==> src/rtl/fifo_pkg.sv <==
// Shared helpers for the async FIFO pointer logic: Gray/binary conversion and
// pointer-width derivation, used by both the write and the read controllers.
package fifo_pkg;

    localparam int MAX_PTR_W = 32;

    typedef logic [MAX_PTR_W-1:0] ptr_word_t;

    function automatic int ptr_width(input int addr_width);
        return addr_width + 1;
    endfunction

    function automatic ptr_word_t bin2gray(input ptr_word_t bin);
        return bin ^ (bin >> 1);
    endfunction

    // Upper zero bits contribute nothing, so narrower pointers can be zero-extended in.
    function automatic ptr_word_t gray2bin(input ptr_word_t gray);
        ptr_word_t bin;
        bin[MAX_PTR_W-1] = gray[MAX_PTR_W-1];
        for (int i = MAX_PTR_W - 2; i >= 0; i--) begin
            bin[i] = bin[i+1] ^ gray[i];
        end
        return bin;
    endfunction

endpackage

==> src/rtl/ptr_sync_2ff.sv <==
// Two-flop synchroniser for a Gray-coded pointer crossing into this clock domain.
module ptr_sync_2ff #(
    parameter int WIDTH = 6
) (
    input  logic             i_clk,
    input  logic             i_rst,
    input  logic [WIDTH-1:0] i_d,
    output logic [WIDTH-1:0] o_q
);

    logic [WIDTH-1:0] r_meta;
    logic [WIDTH-1:0] r_sync;

    // NOTE: sequential state uses non-blocking assignments so r_sync takes the old r_meta.
    always_ff @(posedge i_clk) begin
        if (i_rst) begin
            r_meta <= '0;
            r_sync <= '0;
        end else begin
            r_meta <= i_d;
            r_sync <= r_meta;
        end
    end

    assign o_q = r_sync;

endmodule

==> src/rtl/fifo_wr_ctrl.sv <==
// Write-side controller of the async width-converting FIFO: owns the write pointer,
// publishes its Gray code, and derives full/count from the synchronised read pointer.
module fifo_wr_ctrl
    import fifo_pkg::*;
#(
    parameter int RAM_ADDR_WIDTH = 5,
    parameter int WR_IND         = 1,
    parameter int WR_CNT_WIDTH   = RAM_ADDR_WIDTH + 1 - $clog2(WR_IND)
) (
    input  logic                      wr_clk,
    input  logic                      wr_rst,
    input  logic                      wr_en,
    input  logic [RAM_ADDR_WIDTH:0]   rd_ptr_gray,
    output logic [RAM_ADDR_WIDTH:0]   wr_ptr,
    output logic [RAM_ADDR_WIDTH:0]   wr_ptr_gray,
    output logic                      fifo_full,
    output logic [WR_CNT_WIDTH-1:0]   wr_data_count,
    output logic                      ram_wr_en
);

    localparam int PTR_W    = ptr_width(RAM_ADDR_WIDTH);
    localparam int IND_LOG2 = $clog2(WR_IND);
    localparam logic [PTR_W-1:0] PTR_INC    = PTR_W'(WR_IND);
    localparam logic [PTR_W-1:0] FULL_LIMIT = PTR_W'((1 << RAM_ADDR_WIDTH) - WR_IND);

    logic [PTR_W-1:0] r_wr_ptr;
    logic [PTR_W-1:0] r_wr_ptr_gray;
    logic [PTR_W-1:0] w_rd_gray_sync;
    logic [PTR_W-1:0] w_rd_ptr_sync;
    logic [PTR_W-1:0] w_wr_ptr_next;
    logic [PTR_W-1:0] w_diff;
    logic             w_full;
    logic             w_wr_accept;

    ptr_sync_2ff #(
        .WIDTH (PTR_W)
    ) u_rd_ptr_sync (
        .i_clk (wr_clk),
        .i_rst (wr_rst),
        .i_d   (rd_ptr_gray),
        .o_q   (w_rd_gray_sync)
    );

    // The synchronised read pointer lags the real one, so full/count err on the full side.
    assign w_rd_ptr_sync = PTR_W'(gray2bin(ptr_word_t'(w_rd_gray_sync)));
    assign w_diff        = r_wr_ptr - w_rd_ptr_sync;
    assign w_full        = (w_diff > FULL_LIMIT);
    assign w_wr_accept   = wr_en & ~w_full;
    assign w_wr_ptr_next = r_wr_ptr + PTR_INC;

    // Gray register loads from the same next value as the binary one, keeping them paired.
    always_ff @(posedge wr_clk) begin
        if (wr_rst) begin
            r_wr_ptr      <= '0;
            r_wr_ptr_gray <= '0;
        end else if (w_wr_accept) begin
            r_wr_ptr      <= w_wr_ptr_next;
            r_wr_ptr_gray <= PTR_W'(bin2gray(ptr_word_t'(w_wr_ptr_next)));
        end
    end

    assign wr_ptr        = r_wr_ptr;
    assign wr_ptr_gray   = r_wr_ptr_gray;
    assign fifo_full     = w_full;
    assign wr_data_count = w_diff[PTR_W-1:IND_LOG2];
    assign ram_wr_en     = w_wr_accept;

endmodule
==> config.mk <==
export PLATFORM = sky130hd
export DESIGN_NAME = fifo_wr_ctrl
export DESIGN_NICKNAME = d
export VERILOG_FILES = /design/src/rtl/fifo_pkg.sv /design/src/rtl/ptr_sync_2ff.sv /design/src/rtl/fifo_wr_ctrl.sv
export SDC_FILE = /design/constraint.sdc
export NUM_CORES = 1
export LEC_CHECK = 0
export ABC_AREA = 1
export BUFFER_PORTS_ARGS = -buffer_cell sky130_fd_sc_hd__clkbuf_2
export CAP_MARGIN = 20
export CORE_ASPECT_RATIO = 0.7
export CORE_MARGIN = 1
export CORE_UTILIZATION = 35
export DETAILED_ROUTE_END_ITERATION = 16
export MAX_ROUTING_LAYER = met4
export SYNTH_ARGS = -nofsm -noshare
export SYNTH_HDL_FRONTEND = slang
export SYNTH_SLANG_ARGS = --single-unit
==> constraint.sdc <==
create_clock -name wr_clk -period 2.5 [get_ports wr_clk]
set_input_delay 0.125 -clock wr_clk [delete_from_list [all_inputs] [get_ports wr_clk]]
set_output_delay 0.125 -clock wr_clk [all_outputs]
set_load 0.01 [all_outputs]
==> impl_metrics.py, run 1 <==
metrics = {
    "outcome": {
        "run_status": "complete, but fails checks",
        "violations": "negative setup slack",
    },
    "floorplan": {
        "io_pins": 29,
        "die_w_um": 75.65,
        "coreArea_sq_um": 3581,
        "num_rows": 18,
        "die-area_sq_um": 4051,
        "die_h_um": 53.55,
        "initial_core_util": 0.3711,
    },
    "global_routing": {
        "grtUsageMet3": 0.03933,
        "gr-usage-met1": 0.2170,
        "busiest_layer": "met2",
        "antenna_found_initial": 0,
        "grt_usage": 0.1585,
        "grt_pass1_vias": 1001,
        "overflow": 0,
        "grt_max_degree": 18,
        "gr-usage-met2": 0.2217,
        "grt_pass1_wl_um": 4512,
    },
    "timing": {
        "setup_viol": 1,
        "post-route-period-util": 1.017,
        "fmaxAchievable_mhz": 393.3,
        "rsz0062_at_grt": "yes",
        "slew_headroom": 0.7607,
        "finalWorstSetupSlack_ns": -0.04284,
        "slew_viol_final": 0,
        "skew_ns": 0.001977,
        "hold_viol_final": 0,
        "tightest_slew_ns": 0.3585,
        "min_period_ns": 2.543,
    },
    "worst_setup_path": {
        "crit_arrival_ns": 2.42,
        "end_kind": "primary output",
        "worstSetupStartpointType": "register",
        "required_ns": 2.38,
        "rr_endpoint": "wr_ptr[1]$_SDFFE_PP0P_",
        "reg2reg_from": "u_rd_ptr_sync.o_q[5]$_SDFF_PP0_",
        "worstSetupPathType": "reg -> out",
        "cp_max_fo": 5,
        "reg2reg_slack_ns": 0.19,
        "r2r_cells": 17,
    },
    "hold_path": {
        "hold_end": "u_rd_ptr_sync.r_meta[5]$_SDFF_PP0_",
        "hold_depth": 3,
        "hp-class": "in -> reg",
        "hp-start": "rd_ptr_gray[5]",
    },
    "cells_and_area": {
        "diodes": 0,
        "drive_gt1_frac": 0.2739,
        "fin_cells": 291,
        "seqCellArea_sq_um": 462.9,
        "nets": 258,
        "multi_input_area_sq_um": 790.8,
        "area_growth_pct": 30.60,
        "fin_util": 0.4846,
        "filler_cell_count": 356,
    },
    "placed_design": {
        "gp_congestion": 0.8092,
        "place_inst": 281,
        "dp_hpwl_um": 1966,
        "portBuffers": 28,
    },
    "yosys": {
        "synth_edf_count": 0,
        "synth_fa_ha_area_frac": 0.07156,
        "ys_types": 19,
        "synth_top_area_cell": "dfxtp_1",
        "synth_compound_area_frac": 0.01601,
        "synth_top_family_by_area": "simple AND/OR/NAND/NOR gates",
        "synth_mux_area_frac": 0,
        "synthTopCellsByArea": "dfxtp_1, nand2_1, inv_1",
        "ys_warn_count": 0,
        "synth_top_area_share": 0.3465,
        "synth_area_sq_um": 1329,
        "ys_dominant_reg_cell": "dfxtp_1",
        "yosys.area_share.xor_xnor": 0.03955,
        "syn_nets": 224,
        "synth-simple-area-share": 0.3635,
        "async_reset_ff_frac": 0,
        "ys_top_cells_by_count": "nand2_1, inv_1, nor2_1, dfxtp_1, nand3_1",
        "synth_seq_cells": 23,
        "postSynthCellCount": 208,
        "yosysMostFrequentCell": "nand2_1",
        "ys_seq_area_frac": 0.3465,
        "synth_area_per_cell_sq_um": 6.388,
    },
    "clocking": {
        "cts.path.max_buffers": 2,
        "cts_buffers": 3,
        "clk_latency_ns": 0.27,
        "cts_root_buffer": "clkbuf_8",
        "cts_tree": "built",
        "htree_levels": 1,
        "cts_hold_buffers": 0,
        "clock_sinks": 23,
        "clk_pin_slew_ns": 0.09,
    },
    "power": {
        "leakage_nw": 0.9413,
        "powerDensity_nw_per_um2": 1268,
        "total_power_mw": 2.200,
        "ir_drop_v": 0.0004536,
    },
    "route": {
        "vias": 1268,
        "wirelength_um": 2796,
        "avgViaCountPerCell": 4.357,
        "wire_per_inst_um": 9.608,
        "drt-pass1-iter-count": 4,
        "drcViolationCount": 0,
        "ant_nets": 0,
        "first_iter_violations": 38,
    },
    "flow_run": {
        "maxCapViolCount": 0,
    },
}
## worst max-delay path by stage
stage | startpoint | to | slack, ns | cells past startpoint
6_report | u_rd_ptr_sync.o_q[5]$_SDFF_PP0_ | wr_data_count[4] | -0.04 | 14
5_1_grt | u_rd_ptr_sync.o_q[5]$_SDFF_PP0_ | wr_data_count[4] | -0.20 | 14
2_1_floorplan | u_rd_ptr_sync.o_q[5]$_SDFF_PP0_ | wr_data_count[4] | 0.26 | 13
3_5_place_dp | u_rd_ptr_sync.o_q[5]$_SDFF_PP0_ | wr_data_count[4] | -0.04 | 14
3_3_place_gp | u_rd_ptr_sync.o_q[5]$_SDFF_PP0_ | wr_data_count[4] | 0.03 | 14
4_1_cts | u_rd_ptr_sync.o_q[5]$_SDFF_PP0_ | wr_data_count[4] | -0.15 | 14
## placed cells by master, fill, tap and decap left out
cell type,n
ha_2,1
inv_2,1
nand3_4,2
xnor2_1,3
or2_4,1
o21ai_2,1
clkbuf_2,25
clkbuf_8,3
inv_1,45
nand3_1,10
nand2_1,52
nand2_2,4
buf_2,3
dfxtp_1,21
ha_4,2
nor2_1,32
clkinvlp_4,1
a21oi_1,2
nand3_2,5
nand2_4,7
buf_4,5
nor2_2,1
nand4_1,3
buf_12,1
a31oi_1,1
ha_1,3
xor2_1,3
dfxtp_2,2
fa_2,1
## worst max-delay path, stage by stage (launching register included)
cell,delay (ns)
dfxtp_2,0.34
or2_4,0.25
nand2_4,0.07
nand2_4,0.06
nand2_4,0.07
nand2_4,0.06
nand2_4,0.09
nand2_1,0.06
nand3_2,0.06
nand2_2,0.07
ha_4,0.16
fa_2,0.37
o21ai_2,0.17
xor2_1,0.15
buf_2,0.15
## state kept, by name, indices dropped and copies added (netlist names)
signal / count
u_rd_ptr_sync.o_q: 6
u_rd_ptr_sync.r_meta: 6
wr_ptr: 6
wr_ptr_gray: 5
## kinds of logic after synthesis
family,count (synthesis)
AND/OR/NAND/NOR,117
buffers and inverters,51
flip-flops,23
adder cells (fa/ha/maj),7
XOR/XNOR,6
AO/OA/AOI/OAI,4
## cell type report
type                       count  area share
timing repair buffer          34      0.1139
sequential                    23      0.2668
multi-input combinational    134      0.4557
clock buffer                   3     0.02379
tap                           50     0.03605
clock inverter                 1    0.004326
inverter                      46     0.09950
## power breakdown
group	switching (mW)	leakage [nW]	internal, mW
logic	0.804	0.729	0.589
clock network	0.131	0.0217	0.113
registers	0.101	0.191	0.462
## through the flow
stage | TNS, ns | cell area [sq um] | worst slack (ns) | hold slack [ns]
3_3_place_gp | 0 | 1488 | 0.02887 | 0.3171
4_1_cts | -0.2299 | 1558 | -0.1541 | 0.02638
5_1_grt | -0.9080 | 1735 | -0.1979 | 0.01569
3_5_place_dp | -0.03842 | 1488 | -0.03842 | 0.3224
2_1_floorplan | 0 | 1329 | 0.2562 | 0.1962
6_report | -0.04284 | 1735 | -0.04284 | 0.02899
## per-layer routing
layer,vias to the layer above,part of all wire
li1,681,-
met1,562,0.53
met2,21,0.42
met3,4,0.038
met4,0,0.015
met5,-,0
## repair_timing
item	in CTS	in global routing
gates resized for setup	6	37
setup endpoints to repair	5	18
pin swaps	1	10
endpoints found under the hold margin	0	0
buffers inserted	1	5
Power figures use the tool's default switching activity.
==> run 2: changes to the inputs <==
Settings changed: CORE_ASPECT_RATIO 0.7 to 1.1.
==> run 2 against run 1 <==
  * The flow still finishes with violations (negative setup slack)
  * Critical path depth stayed put
  * Utilization down 3.6 points
  * Clock power decreased by 7%
==> impl_metrics.py, run 2 (synthesized netlist as in run 1, its figures left out) <==
metrics = {
    "outcome": {
        "run_status": "complete, but fails checks",
        "violations": "negative setup slack",
    },
    "floorplan": {
        "die_w_um": 60.75,
        "num_rows": 23,
        "coreArea_sq_um": 3626,
        "io_pins": 29,
        "initial_core_util": 0.3665,
        "die_h_um": 66.63,
        "die-area_sq_um": 4047,
    },
    "clocking": {
        "cts_buffers": 3,
        "clk_latency_ns": 0.26,
        "cts_root_buffer": "clkbuf_8",
        "cts_tree": "built",
        "cts.path.max_buffers": 2,
        "clk_pin_slew_ns": 0.07,
        "clock_sinks": 23,
        "htree_levels": 1,
        "cts_hold_buffers": 0,
    },
    "placed_design": {
        "placed_area_sq_um": 1488,
        "portBuffers": 28,
        "gp_congestion": 0.7569,
        "place_ws_ns": 0.05642,
        "dp_hpwl_um": 1840,
    },
    "route": {
        "drt-pass1-iter-count": 4,
        "vias": 1225,
        "first_iter_violations": 53,
        "wirelength_um": 2401,
        "ant_nets": 0,
        "drcViolationCount": 0,
        "wire_per_inst_um": 8.308,
        "avgViaCountPerCell": 4.239,
    },
    "timing": {
        "setup_viol": 1,
        "post-route-period-util": 1.001,
        "finalWorstSetupSlack_ns": -0.003089,
        "fmaxAchievable_mhz": 399.5,
        "slew_headroom": 0.7663,
        "rsz0062_at_grt": "yes",
        "tightest_slew_ns": 0.3501,
        "min_period_ns": 2.503,
        "hold_viol_final": 0,
        "skew_ns": 0.007338,
        "slew_viol_final": 0,
    },
    "global_routing": {
        "overflow": 0,
        "grt_pass1_wl_um": 4271,
        "antenna_found_initial": 0,
        "grt_max_degree": 18,
        "grt_pass1_vias": 1049,
        "grt_usage": 0.1435,
    },
    "worst_setup_path": {
        "worstSetupStartpointType": "register",
        "worstSetupPathType": "reg -> out",
        "end_kind": "primary output",
        "required_ns": 2.38,
        "crit_arrival_ns": 2.38,
        "cp_max_fo": 5,
    },
    "cells_and_area": {
        "layout_commonest_cell": "nand2_1",
        "design_area_sq_um": 1628,
        "diodes": 0,
        "nets": 256,
        "area_growth_pct": 22.50,
        "drive_gt1_frac": 0.2176,
        "mostFrequentLayoutCells": "nand2_1, inv_1, nor2_1, clkbuf_2, dfxtp_1",
    },
    "power": {
        "powerDensity_nw_per_um2": 1279,
        "ir_drop_v": 0.0003526,
        "leakage_nw": 0.9207,
    },
    "flow_run": {
        "maxCapViolCount": 0,
    },
    "hold_path": {
        "hp-class": "in -> reg",
    },
}
==> run 2: area by class of cell <==
class / instances / area, sq um
Multi-Input combinational cell: 134 / 708.2
Fill cell: 422 / 1998
Timing Repair Buffer: 32 / 177.7
Clock buffer: 4 / 45.04
Tap cell: 50 / 62.56
Inverter: 46 / 172.7
Sequential cell: 23 / 461.7
==> run 2: power by group <==
group	internal (mW)	total (mW)	switching, mW
registers	0.462	0.556	0.0940
logic	0.538	1.30	0.759
clock network	0.114	0.228	0.115
==> run 2: worst paths after layout <==
| check | depth (start not counted) | slack (ns) | from | to |
|---|---|---|---|---|
| max | 14 | -0.003 | u_rd_ptr_sync.o_q[5]$_SDFF_PP0_ | wr_data_count[4] |
| min | 3 | 0.04 | rd_ptr_gray[4] | u_rd_ptr_sync.r_meta[4]$_SDFF_PP0_ |
| max reg2reg | 18 | 0.25 | u_rd_ptr_sync.o_q[5]$_SDFF_PP0_ | wr_ptr[2]$_SDFFE_PP0P_ |
| min reg2reg | 2 | 0.40 | u_rd_ptr_sync.r_meta[4]$_SDFF_PP0_ | u_rd_ptr_sync.o_q[4]$_SDFF_PP0_ |
==> run 2: critical path: stages, from the launching register on <==
cell     delay, ns
dfxtp_2       0.34
or2_4         0.23
nand2_2       0.08
nand2_2       0.07
nand2_2       0.07
nand2_2       0.07
nand2_2       0.09
nand2_1       0.05
nand3_1       0.06
nand2_1       0.06
ha_2          0.18
fa_2          0.37
o21ai_2       0.15
xor2_1        0.15
buf_2         0.15
==> run 2: stage by stage <==
step                      hold slack [ns]  instances  setup TNS (ns)  total power [mW]  utilization
final                             0.04494        289       -0.003089             2.082       0.4489
after global routing              0.04396        289         -0.6843             2.324       0.4489
after CTS                         0.04465        286        -0.08164             2.047       0.4282
after detailed placement           0.3215        281               0             1.771       0.4103
after global placement             0.3171        281               0             1.770       0.4103
after floorplan                    0.1962        208               0             1.459            -
==> run 2: repair_timing <==
action                                  4_1_cts  5_1_grt
endpoints found under the hold margin         0        0
endpoints found under the setup margin        5       18
gates resized for setup                       6       16
buffers inserted                              1        3
pin swaps                                     1        9
==> run 2: routing by layer <==
metal / track usage / vias up / wire, um / part of all wire
met4: 0.05114 / 0 / 55 / 0.023
li1: - / 675 / - / -
met2: 0.2349 / 20 / 1115 / 0.46
met5: - / - / 0 / 0
met1: 0.1730 / 525 / 1148 / 0.48
met3: 0.02913 / 5 / 83 / 0.035
==> run 3: changes to the inputs <==
--- a/constraint.sdc
+++ b/constraint.sdc
@@ -3,2 +3,2 @@
 set_output_delay 0.125 -clock wr_clk [all_outputs]
-set_load 0.01 [all_outputs]
+set_load 0.02 [all_outputs]
==> run 3 against run 2 <==
  * Highest routed layer unchanged
  * Largest cell class unchanged
  * Flip-flop and latch count unchanged
  * The flow now finishes without violations
  * Critical path depth stayed put
  * Hold slack improved by 0.00067 ns
==> impl_metrics.py, run 3 (synthesized netlist as in run 1, its figures left out) <==
metrics = {
    "cells_and_area": {
        "fin_util": 0.4752,
        "nets": 264,
        "fin_cells": 297,
        "design_area_sq_um": 1723,
        "filler_cell_count": 408,
        "area_growth_pct": 29.66,
        "diodes": 0,
        "seqCellArea_sq_um": 462.9,
        "mostFrequentLayoutCells": "nand2_1, inv_1, nor2_1, clkbuf_2, dfxtp_1",
        "drive_gt1_frac": 0.2672,
        "layout_commonest_cell": "nand2_1",
        "multi_input_area_sq_um": 738.2,
    },
    "route": {
        "drt-pass1-iter-count": 4,
        "wire_per_inst_um": 8.545,
        "avgViaCountPerCell": 4.215,
        "drcViolationCount": 0,
        "first_iter_violations": 33,
        "ant_nets": 0,
        "vias": 1252,
        "wirelength_um": 2538,
    },
    "worst_setup_path": {
        "slowest_stage": "fa_2",
        "worstSetupStartpointType": "register",
        "required_ns": 2.38,
        "worstSetupPathType": "reg -> out",
        "crit_path_max_incr_delay_ns": 0.34,
        "cp.buffers_inverters": 1,
        "crit_top_cell": "nand2_2",
        "end_kind": "primary output",
        "reg2reg_slack_ns": 0.17,
        "cp_max_fo": 3,
        "crit_arrival_ns": 2.36,
        "crit_family": "simple AND/OR/NAND/NOR gates",
        "crit_path_cell_trace": "or2_4 > nand2_2 > nand2_2 > nand2_2 > nand2_2 > nand2_2 > nand2_1 > nand3_1 > nand2_1 > ha_2 > fa_2 > o21ai_2 > xor2_1 > buf_4",
    },
    "placed_design": {
        "dp_hpwl_um": 1857,
        "placed_area_sq_um": 1495,
        "portBuffers": 28,
        "gp_congestion": 0.7582,
        "place_ws_ns": 0.006464,
        "place_inst": 282,
    },
    "clocking": {
        "htree_levels": 1,
        "cts_root_buffer": "clkbuf_8",
        "cts_hold_buffers": 0,
        "clk_latency_ns": 0.26,
        "cts_tree": "built",
        "cts.path.max_buffers": 2,
        "cts_buffers": 3,
        "clock_sinks": 23,
        "clk_pin_slew_ns": 0.08,
    },
    "timing": {
        "hold_viol_final": 0,
        "post-route-period-util": 0.9944,
        "finalWorstSetupSlack_ns": 0.01396,
        "rsz0062_at_grt": "yes",
        "setup_viol": 0,
        "fmaxAchievable_mhz": 402.2,
        "slew_viol_final": 0,
        "hold_ws_ns": 0.04560,
        "skew_ns": 0.003347,
        "tightest_slew_ns": 0.3435,
        "slew_headroom": 0.7708,
        "min_period_ns": 2.486,
    },
    "global_routing": {
        "grt_max_degree": 18,
        "grt_usage": 0.1473,
        "antenna_found_initial": 0,
        "grt_pass1_wl_um": 4367,
        "grt_pass1_vias": 1116,
        "overflow": 0,
    },
    "floorplan": {
        "num_rows": 23,
        "coreArea_sq_um": 3626,
        "die_h_um": 66.63,
        "die-area_sq_um": 4047,
        "die_w_um": 60.75,
        "initial_core_util": 0.3665,
        "io_pins": 29,
    },
    "power": {
        "leakage_nw": 0.9659,
        "powerDensity_nw_per_um2": 1387,
        "ir_drop_v": 0.0004367,
    },
    "hold_path": {
        "hp-class": "in -> reg",
    },
    "outcome": {
        "run_status": "finished clean",
    },
    "flow_run": {
        "maxCapViolCount": 0,
    },
}
## run 3: per-layer routing
metal	wire [um]	up-vias	GRT usage	part of all wire
met5	0	-	-	0
met4	41	0	0.05966	0.016
met3	65	4	0.02330	0.026
met2	1230	17	0.2555	0.48
met1	1200	541	0.1661	0.47
li1	-	690	-	-
## run 3: area by class of cell
cell class / instances / share of cell area
multi-input combinational: 134 / 0.4285
sequential: 23 / 0.2687
timing repair buffer: 40 / 0.1394
inverter: 46 / 0.1002
tap: 50 / 0.03631
clock buffer: 3 / 0.02397
clock inverter: 1 / 0.002905
## run 3: per-stage QoR
stage          power [mW]  TNS [ns]
6_report            2.390         0
3_5_place_dp        1.950         0
5_1_grt             2.634   -0.8623
2_1_floorplan       1.633         0
3_3_place_gp        1.951         0
4_1_cts             2.261  -0.03610
## run 3: repair_timing
item / in CTS / in global routing
setup endpoints to repair: 5 / 18
pin swaps: 6 / 3
resized for setup: 12 / 19
buffers inserted: 8 / 3
## run 3: power by group
part | internal, mW | switching (mW)
logic | 0.645 | 0.957
clock network | 0.111 | 0.113
registers | 0.463 | 0.101
## run 3: worst reg2reg max path, cell delays in order (launching register included)
cell and delay [ns]:
dfxtp_2 0.33, buf_4 0.13, nand2_1 0.09, nand2_2 0.07, buf_4 0.13, buf_4 0.12, buf_4 0.12, ha_1 0.32
a21oi_1 0.25, nand4_1 0.18, nand3_4 0.12, buf_4 0.22, nand2_1 0.07, nand2_1 0.06, nor2_1 0.04
## run 3: path summary, 6_finish.rpt
kind,start,to,cells after the start
worst max register to register,u_rd_ptr_sync.o_q[5]$_SDFF_PP0_,wr_ptr[2]$_SDFFE_PP0P_,14
worst min register to register,u_rd_ptr_sync.r_meta[4]$_SDFF_PP0_,u_rd_ptr_sync.o_q[4]$_SDFF_PP0_,2
worst max-delay path,u_rd_ptr_sync.o_q[4]$_SDFF_PP0_,wr_data_count[4],14
worst min-delay path,rd_ptr_gray[5],u_rd_ptr_sync.r_meta[5]$_SDFF_PP0_,3
